**src/rtl/reg_alu_datapath.sv**
```systemverilog
// Execution datapath: 16x8 register file, ALU and shifter with registered
// CO/Z flags, plus result capture on the falling edge of the CU busy flag.
module reg_alu_datapath #(
  parameter int WIDTH = 8,
  parameter int NREG  = 16
) (
  input  logic             clk,
  input  logic             reset,
  input  logic             WE,
  input  logic [1:0]       InsSel,
  input  logic [2:0]       InMuxAdd,
  input  logic [3:0]       RegAdd,
  input  logic [3:0]       OutMuxAdd,
  input  logic [WIDTH-1:0] CUconst,
  input  logic             busy,
  input  logic [WIDTH-1:0] data_in,
  output logic             CO,
  output logic             Z,
  output logic [WIDTH-1:0] data_out,
  output logic [WIDTH-1:0] result,
  output logic             result_valid
);

  logic [WIDTH-1:0] rf_q [NREG];
  logic             co_q, z_q;
  logic             busy_q;
  logic [WIDTH-1:0] res_q;
  logic             rv_q;

  logic [WIDTH-1:0] op_a, op_b;
  logic [WIDTH:0]   alu_wide;
  logic [WIDTH-1:0] wr_data;
  logic             wr_en, flag_en, flag_co;
  logic             cap;

  assign op_a = rf_q[RegAdd];
  assign op_b = rf_q[OutMuxAdd];

  // Bit WIDTH carries the add carry-out or the subtract borrow.
  always_comb begin
    alu_wide = '0;
    unique case (InsSel)
      2'b00: alu_wide = {1'b0, op_a} + {1'b0, op_b};
      2'b01: alu_wide = {1'b0, op_a} - {1'b0, op_b};
      2'b10: alu_wide = {1'b0, op_a & op_b};
      2'b11: alu_wide = {1'b0, op_a ^ op_b};
      default: alu_wide = '0;
    endcase
  end

  always_comb begin
    wr_data = data_in;
    wr_en   = 1'b0;
    flag_en = 1'b0;
    flag_co = 1'b0;
    unique case (InMuxAdd)
      3'b000: begin
        wr_data = data_in;
        wr_en   = WE;
      end
      3'b001: begin
        wr_data = CUconst;
        wr_en   = WE;
      end
      3'b010: begin
        wr_data = alu_wide[WIDTH-1:0];
        flag_co = alu_wide[WIDTH];
        wr_en   = WE;
        flag_en = WE;
      end
      3'b011: begin
        wr_data = op_b;
        wr_en   = WE;
      end
      3'b100: begin
        wr_data = {op_a[WIDTH-2:0], 1'b0};
        flag_co = op_a[WIDTH-1];
        wr_en   = WE;
        flag_en = WE;
      end
      3'b101: begin
        wr_data = {1'b0, op_a[WIDTH-1:1]};
        flag_co = op_a[0];
        wr_en   = WE;
        flag_en = WE;
      end
      default: begin
        wr_en   = 1'b0;
        flag_en = 1'b0;
      end
    endcase
  end

  always_ff @(posedge clk or negedge reset) begin
    if (!reset) begin
      for (int i = 0; i < NREG; i++) rf_q[i] <= '0;
    end else if (wr_en) begin
      rf_q[RegAdd] <= wr_data;
    end
  end

  always_ff @(posedge clk or negedge reset) begin
    if (!reset) begin
      co_q <= 1'b0;
      z_q  <= 1'b0;
    end else if (flag_en) begin
      co_q <= flag_co;
      z_q  <= (wr_data == '0);
    end
  end

  // Capture uses the pre-edge read, so a same-edge write is excluded.
  assign cap = busy_q & ~busy;

  always_ff @(posedge clk or negedge reset) begin
    if (!reset) begin
      busy_q <= 1'b0;
      res_q  <= '0;
      rv_q   <= 1'b0;
    end else begin
      busy_q <= busy;
      rv_q   <= cap;
      if (cap) res_q <= op_b;
    end
  end

  assign CO           = co_q;
  assign Z            = z_q;
  assign data_out     = op_b;
  assign result       = res_q;
  assign result_valid = rv_q;

endmodule

```
**config.mk**
```make
export PLATFORM = sky130hd
export DESIGN_NAME = reg_alu_datapath
export DESIGN_NICKNAME = d
export VERILOG_FILES = /design/src/rtl/reg_alu_datapath.sv
export SDC_FILE = /design/constraint.sdc
export NUM_CORES = 1
export LEC_CHECK = 0
export CAP_MARGIN = 20
export CORE_ASPECT_RATIO = 0.75
export CORE_MARGIN = 2
export CORE_UTILIZATION = 61
export DETAILED_ROUTE_END_ITERATION = 7
export PLACE_DENSITY = 0.81
export SLEW_MARGIN = 10
export SYNTH_ARGS = -nofsm -noshare
export SYNTH_HDL_FRONTEND = slang
export SYNTH_SLANG_ARGS = --single-unit
```
**constraint.sdc**
```tcl
create_clock -name clk -period 4.6 [get_ports clk]
set_input_delay 0.69 -clock clk [delete_from_list [all_inputs] [get_ports clk]]
set_output_delay 0.69 -clock clk [all_outputs]
set_load 0.05 [all_outputs]
```
* Word level (Yosys, flattened, before mapping)
Cells that the tools add are included.
** Storage, ports and cells
- Input bits :: 33
- Output and inout bits :: 19
- Flip-flop bits (word level) :: 140
- Word-level logic and storage cells :: 60
** Operators by class
- Mux-type cells :: 14
- Eq/ne operators :: 8
- Magnitude comparators :: 3
- Reductions and logical operators :: 6
- $add $sub $neg :: 2
- Bitwise logic cells :: 6
** Operators with widths (number)
- $bwmux W128 :: 1
- $bmux W8 S4 :: 2
- $mux W8 :: 5
- $pmux W8 S5 :: 1
- $pmux W9 S4 :: 1
- $demux W8 S4 :: 1
- $ge A5 B5 Y1 const B :: 2
- $not A4 Y5 :: 2
- $add A8 B8 Y9 :: 1
- $sub A8 B8 Y9 :: 1
- $and A8 B8 Y8 :: 1
- $logic_not A8 Y1 :: 1
- $xor A8 B8 Y8 :: 1
- $eq A3 B2 Y1 const B :: 2
- $eq A3 B3 Y1 const B :: 2
- $reduce_or A6 Y1 :: 1
- $lt A5 B1 Y1 const B :: 1
- $eq A2 B2 Y1 const B :: 2
- $eq A3 B1 Y1 const B :: 1
- $logic_not A3 Y1 :: 1
- $pmux W1 S3 :: 1
- $reduce_or A3 Y1 :: 1
- $eq A2 B1 Y1 const B :: 1
- $logic_not A2 Y1 :: 1
- other kinds (4) :: 5

* Longest topological paths before layout
- Depth after elaboration :: 8
- Depth in mapped cells :: 21
- Mapped depth without buffers :: 19

* Worst setup path before layout
Ideal clock, no wire load.
- Kind :: input to register
- Start point :: input OutMuxAdd[2]
- End point :: register z_q, in the netlist Z
- Cell stages on the path :: 16
- Arrival time :: 4.918 ns
- Setup slack :: -0.385 ns
- Buffers on the path :: 2
- Setup time :: 0.067 ns
- Required time :: 4.533 ns
- Path through :: clkbuf_1 clkbuf_1 mux2i_1 a21oi_1 inv_1 ha_1 nand3_1 o21ai_0 xor2_1 ha_1 xor2_1 a32o_1 a2111oi_2 or3b_1 nor4_1 a41o_1
** On the way
- Longest elaborated chain between the ends :: 8
- Elaborated cells on any way between the ends :: 11
- Those cells by class :: add/sub: 2; mux: 5; bitwise: 3; reduce/logical: 1
** RTL lines
- from (decl) :: RTL line 13 : input logic [3:0] OutMuxAdd,
- $not A4 Y5 (implied by the code) (*) :: RTL line 37 : assign op_b = rf_q[OutMuxAdd];
- $bmux W8 S4 (*) :: RTL line 37
- $mux W8 (implied by the code) (*) (2 in series) :: RTL line 37
- named net data_out[0] :: RTL line 19 : output logic [WIDTH-1:0] data_out,
- $sub A8 B8 Y9 (tied with other cells) :: RTL line 44 : 2'b01: alu_wide = {1'b0, op_a} - {1'b0, op_b};
- $pmux W9 S4 :: RTL line 42 : unique case (InsSel)
- $pmux W8 S5 (*) :: RTL line 56 : unique case (InMuxAdd)
- $logic_not A8 Y1 (*) :: RTL line 108 : z_q <= (wr_data == '0);
- to (signal assigned) :: RTL line 108
- to (decl) :: RTL line 25 : logic co_q, z_q;
Mark *: on every way through the listed nets, which the timed path passes. The rest lies on a longest branch. The select of a mux whose other input is x is not followed.
A chain may end at the register's enable or synchronous reset.

* Worst setup path in the final report
- Start point :: input OutMuxAdd[1]
- End point :: register rf_q[119] in the netlist's numbering
** On the way
- Longest elaborated chain between the ends :: 8
- Elaborated cells on any way between the ends :: 11
- Those cells by class :: add/sub: 2; mux: 6; bitwise: 3
** RTL lines
- $not A4 Y5 (implied by the code) (*) :: RTL line 37
- $bmux W8 S4 (*) :: RTL line 37
- $mux W8 (implied by the code) (*) (2 in series) :: RTL line 37
- $sub A8 B8 Y9 (tied with other cells) :: RTL line 44
- $pmux W9 S4 :: RTL line 42
- $pmux W8 S5 (*) :: RTL line 56
- $bwmux W128 (*) :: RTL line 98 : rf_q[RegAdd] <= wr_data;
- to (signal, indexed assignment) :: RTL line 98
- to (decl) :: RTL line 24 : logic [WIDTH-1:0] rf_q [NREG];
Every way passes the cells marked *; elsewhere a longest branch is shown, timed or not. The select of a mux whose other input is x is not followed.

==> impl_metrics.csv <==
group,metric,value,unit
run_status,status,"finished clean",
clock_tree,cts-htree-levels,4,
timing,worst-slew-pin-transition,0.788,ns
synthesis,syn_avg_cell_area,11.5,um^2
power_and_ir_drop,leakagePower,4.63,nW
synthesis,yosys_register_bits,140,
detailed_routing,ant_nets,0,
worst_setup_path,reg2reg_depth,20,
timing,min_period,4.40,ns
clock_tree,numCtsBuffers,17,
clock_tree,postCtsHoldBufs,0,
cells_and_area,final_area,10400,um^2
worst_setup_path,critPathArrivalTime,4.71,ns
flow_run,drv_cap,0,
clock_tree,clk_latency,0.43,ns
detailed_routing,firstDrtPassIters,5,
floorplan,ios,52,
floorplan,dieArea,15300,um^2
synthesis,async_flop_share,1.00,
worst_setup_path,required,4.91,ns
worst_setup_path,crit_path_top_delay_cell,"mux4_2",
timing,drv_slew,0,
power_and_ir_drop,powerDensity,510,nW/um^2
clock_tree,clock-sinks,140,
grt,grtUsageTotal,0.381,
cells_and_area,drive_gt1_frac,0.329,
detailed_routing,wl,27700,um
placement,post_dp_cell_area,9790,um^2
synthesis,yosys_warnings,0,
power_and_ir_drop,ir_drop,0.347,mV
clock_tree,clk_pin_slew,0.06,ns
placement,numPlacedInstances,1001,
floorplan,fp.dieH,108,um
worst_hold_path,hold_class,"input port to async pin",
detailed_routing,vias,7150,
worst_setup_path,rr_endpoint,"rf_q[110]",
detailed_routing,vias_per_cell,6.91,
synthesis,syn_inst,756,
timing,fmax,227,MHz
detailed_routing,drc,0,
cells_and_area,final_cells,1034,
timing,hold_viol_final,0,
worst_setup_path,worstPathCellList,"clkbuf_4, buf_6, mux4_2, mux2i_1, mux2i_2, nor2_1, o21ai_1, nand2b_1, xnor2_1, ha_1, or2_2, nor2_1, a211oi_1, o21ai_0, a21oi_1, o221a_2, buf_12, mux2_2",
worst_setup_path,reg2reg_slack,0.38,ns
cells_and_area,antenna_cells,0,
synthesis,synthesis.nets,807,
detailed_routing,drtIter0Drc,755,
floorplan,num_rows,37,
grt,grt_pass1_vias,7060,
placement,numPortBuffers,51,
timing,skew,0.0144,ns
cells_and_area,area_delta_synth_final,19.3,%
grt,grt_overflow,0,
clock_tree,cts_tree,"yes",
floorplan,core_area,13800,um^2
worst_setup_path,r2r-start,"rf_q[41]",
worst_setup_path,cp_max_fo,16,
worst_setup_path,cpPeakStageDelay,0.54,ns
timing,post-route-period-util,0.957,
synthesis,syn-cell-area,8720,um^2
clock_tree,clk_path_buf_depth,2,
clock_tree,cts_setup_buffers,0,
worst_setup_path,path_class,"input port to register",
placement,place_congestion,1.01,
synthesis,ys_types,70,
grt,grt_pass1_wl,42100,um
placement,dp_hpwl,19400,um
floorplan,die_x,142,um
grt,grt_max_degree,114,
grt,antenna_found_initial,0,
worst_setup_path,critPathCaptureType,"register",
worst_setup_path,cp-start-kind,"input port",
synthesis,ys.flop_type,"dfrtp_1",
detailed_routing,detail_route.wl_per_cell,26.7,um
cells_and_area,fin_nets,897,
synthesis,ys_seq_area_frac,0.402,
synthesis,synth-edff-count,0,
floorplan,start_util,0.630,
timing,finalSetupViolations,0,
clock_tree,cts_root_buf,"clkbuf_16",
timing,setup-tns-final,0,ns
timing,relSlewSlack,0.473,
worst_setup_path,cpMostUsedCell,"nor2_1",
-- synth_stat cells, drive strengths merged (3+ instances only) --
library cell,instances,area share
dfrtp,140,0.40
mux2,90,0.12
mux4,62,0.16
a31oi,3,0.0022
a221oi,4,0.0062
o21ai,67,0.038
nor2b,9,0.0065
xor2,5,0.0050
nand3,12,0.0069
xnor2,5,0.0050
mux2i,36,0.041
a21oi,24,0.014
nand2b,13,0.0093
buf,29,0.024
a22oi,5,0.0049
clkbuf,30,0.013
and2,4,0.0029
nor2,35,0.015
inv,10,0.0043
nor3b,4,0.0034
nor4,3,0.0022
a211oi,5,0.0043
nand2,95,0.041
ha,17,0.024
nor3,8,0.0052
-- layout by cell type, fill, tap and decap left out, types with 3 or more instances in the layout --
cell type / count
nor2_1: 35
buf_12: 5
nor2b_1: 9
inv_1: 9
a31oi_1: 3
and2_1: 4
nand3_1: 12
dfrtp_1: 140
ha_1: 17
o21ai_0: 41
clkdlybuf4s50_1: 43
nor3b_1: 4
clkinvlp_4: 4
a21oi_1: 22
a211oi_1: 5
o21ai_1: 26
inv_6: 5
mux2_2: 87
nor4_1: 3
xnor2_1: 5
clkbuf_16: 17
mux4_2: 60
mux2i_1: 34
a22oi_1: 4
xor2_1: 5
nand2b_1: 13
nor3_1: 7
buf_2: 3
buf_4: 71
a221oi_2: 3
nand2_1: 93
buf_6: 4
mux2_1: 3
-- layout make-up --
cell class	instances	area (um^2)
Clock buffer	18	429
Clock inverter	14	134
Fill cell	890	3440
Inverter	12	45.0
Multi-Input combinational cell	545	4890
Sequential cell	140	3500
Tap cell	175	219
Timing Repair Buffer	130	1180
-- sequential cells by signal, indices dropped and copies added, names as in the netlist --
register and count:
result 8, rf_q 128, CO 1, result_valid 1, Z 1, busy_q 1
-- power by group --
part / switching, mW / internal [mW] / leakage, nW / total (mW)
Combinational: 1.10 / 1.03 / 2.57 / 2.14
Clock: 0.568 / 0.753 / 0.266 / 1.32
Sequential: 0.281 / 1.57 / 1.80 / 1.85
Total: 1.95 / 3.35 / 4.63 / 5.30
-- stage by stage --
step / utilization / power [mW] / setup WS [ns] / hold WS [ns]
final: 0.752 / 5.30 / 0.196 / 0.122
after global placement: 0.707 / 3.79 / -0.228 / 0.461
after floorplan: - / 3.13 / 0.00433 / 0.394
after detailed placement: 0.707 / 3.90 / -0.310 / 0.472
after CTS: 0.748 / 5.24 / 0.0819 / 0.454
after global routing: 0.752 / 5.53 / -0.0243 / 0.122
-- what timing repair did --
item	in CTS	in global routing
gates resized for setup	0	7
setup endpoints to repair	0	54
hold endpoints to repair	0	0
-- how the worst max path moves through the flow --
stage | from | to | slack, ns | cells after the start
floorplan | OutMuxAdd[3] | rf_q[79] | 0.004 | 16
global placement | OutMuxAdd[3] | rf_q[7] | -0.23 | 18
detailed placement | OutMuxAdd[2] | rf_q[71] | -0.31 | 19
CTS | OutMuxAdd[3] | rf_q[119] | 0.08 | 18
global route | OutMuxAdd[1] | rf_q[110] | -0.02 | 21
finish | OutMuxAdd[1] | rf_q[119] | 0.20 | 18
-- cell families after synthesis --
family,synth area share
mux,0.319
fa+ha+maj,0.0267
compound gates,0.101
buf+inv,0.0418
xor+xnor,0.0100
simple gates,0.0997
flops,0.402
-- worst max-delay path, delay by kind of cell --
kind                       cells  cell delay (ns)
AOI/OAI and AO/OA              5             0.76
xor gates and xnor gates       1             0.13
adders and majority gates      1             0.32
buffers and inverters          3             0.63
muxes                          4             1.37
and+or+nand+nor                4             0.80
-- layer usage --
metal  track usage  part of all wire
met3         0.102              0.10
met1         0.557              0.42
met2         0.548              0.45
met5             0                 0
met4         0.147             0.029
Note: power is estimated with default switching activity, not from simulation.
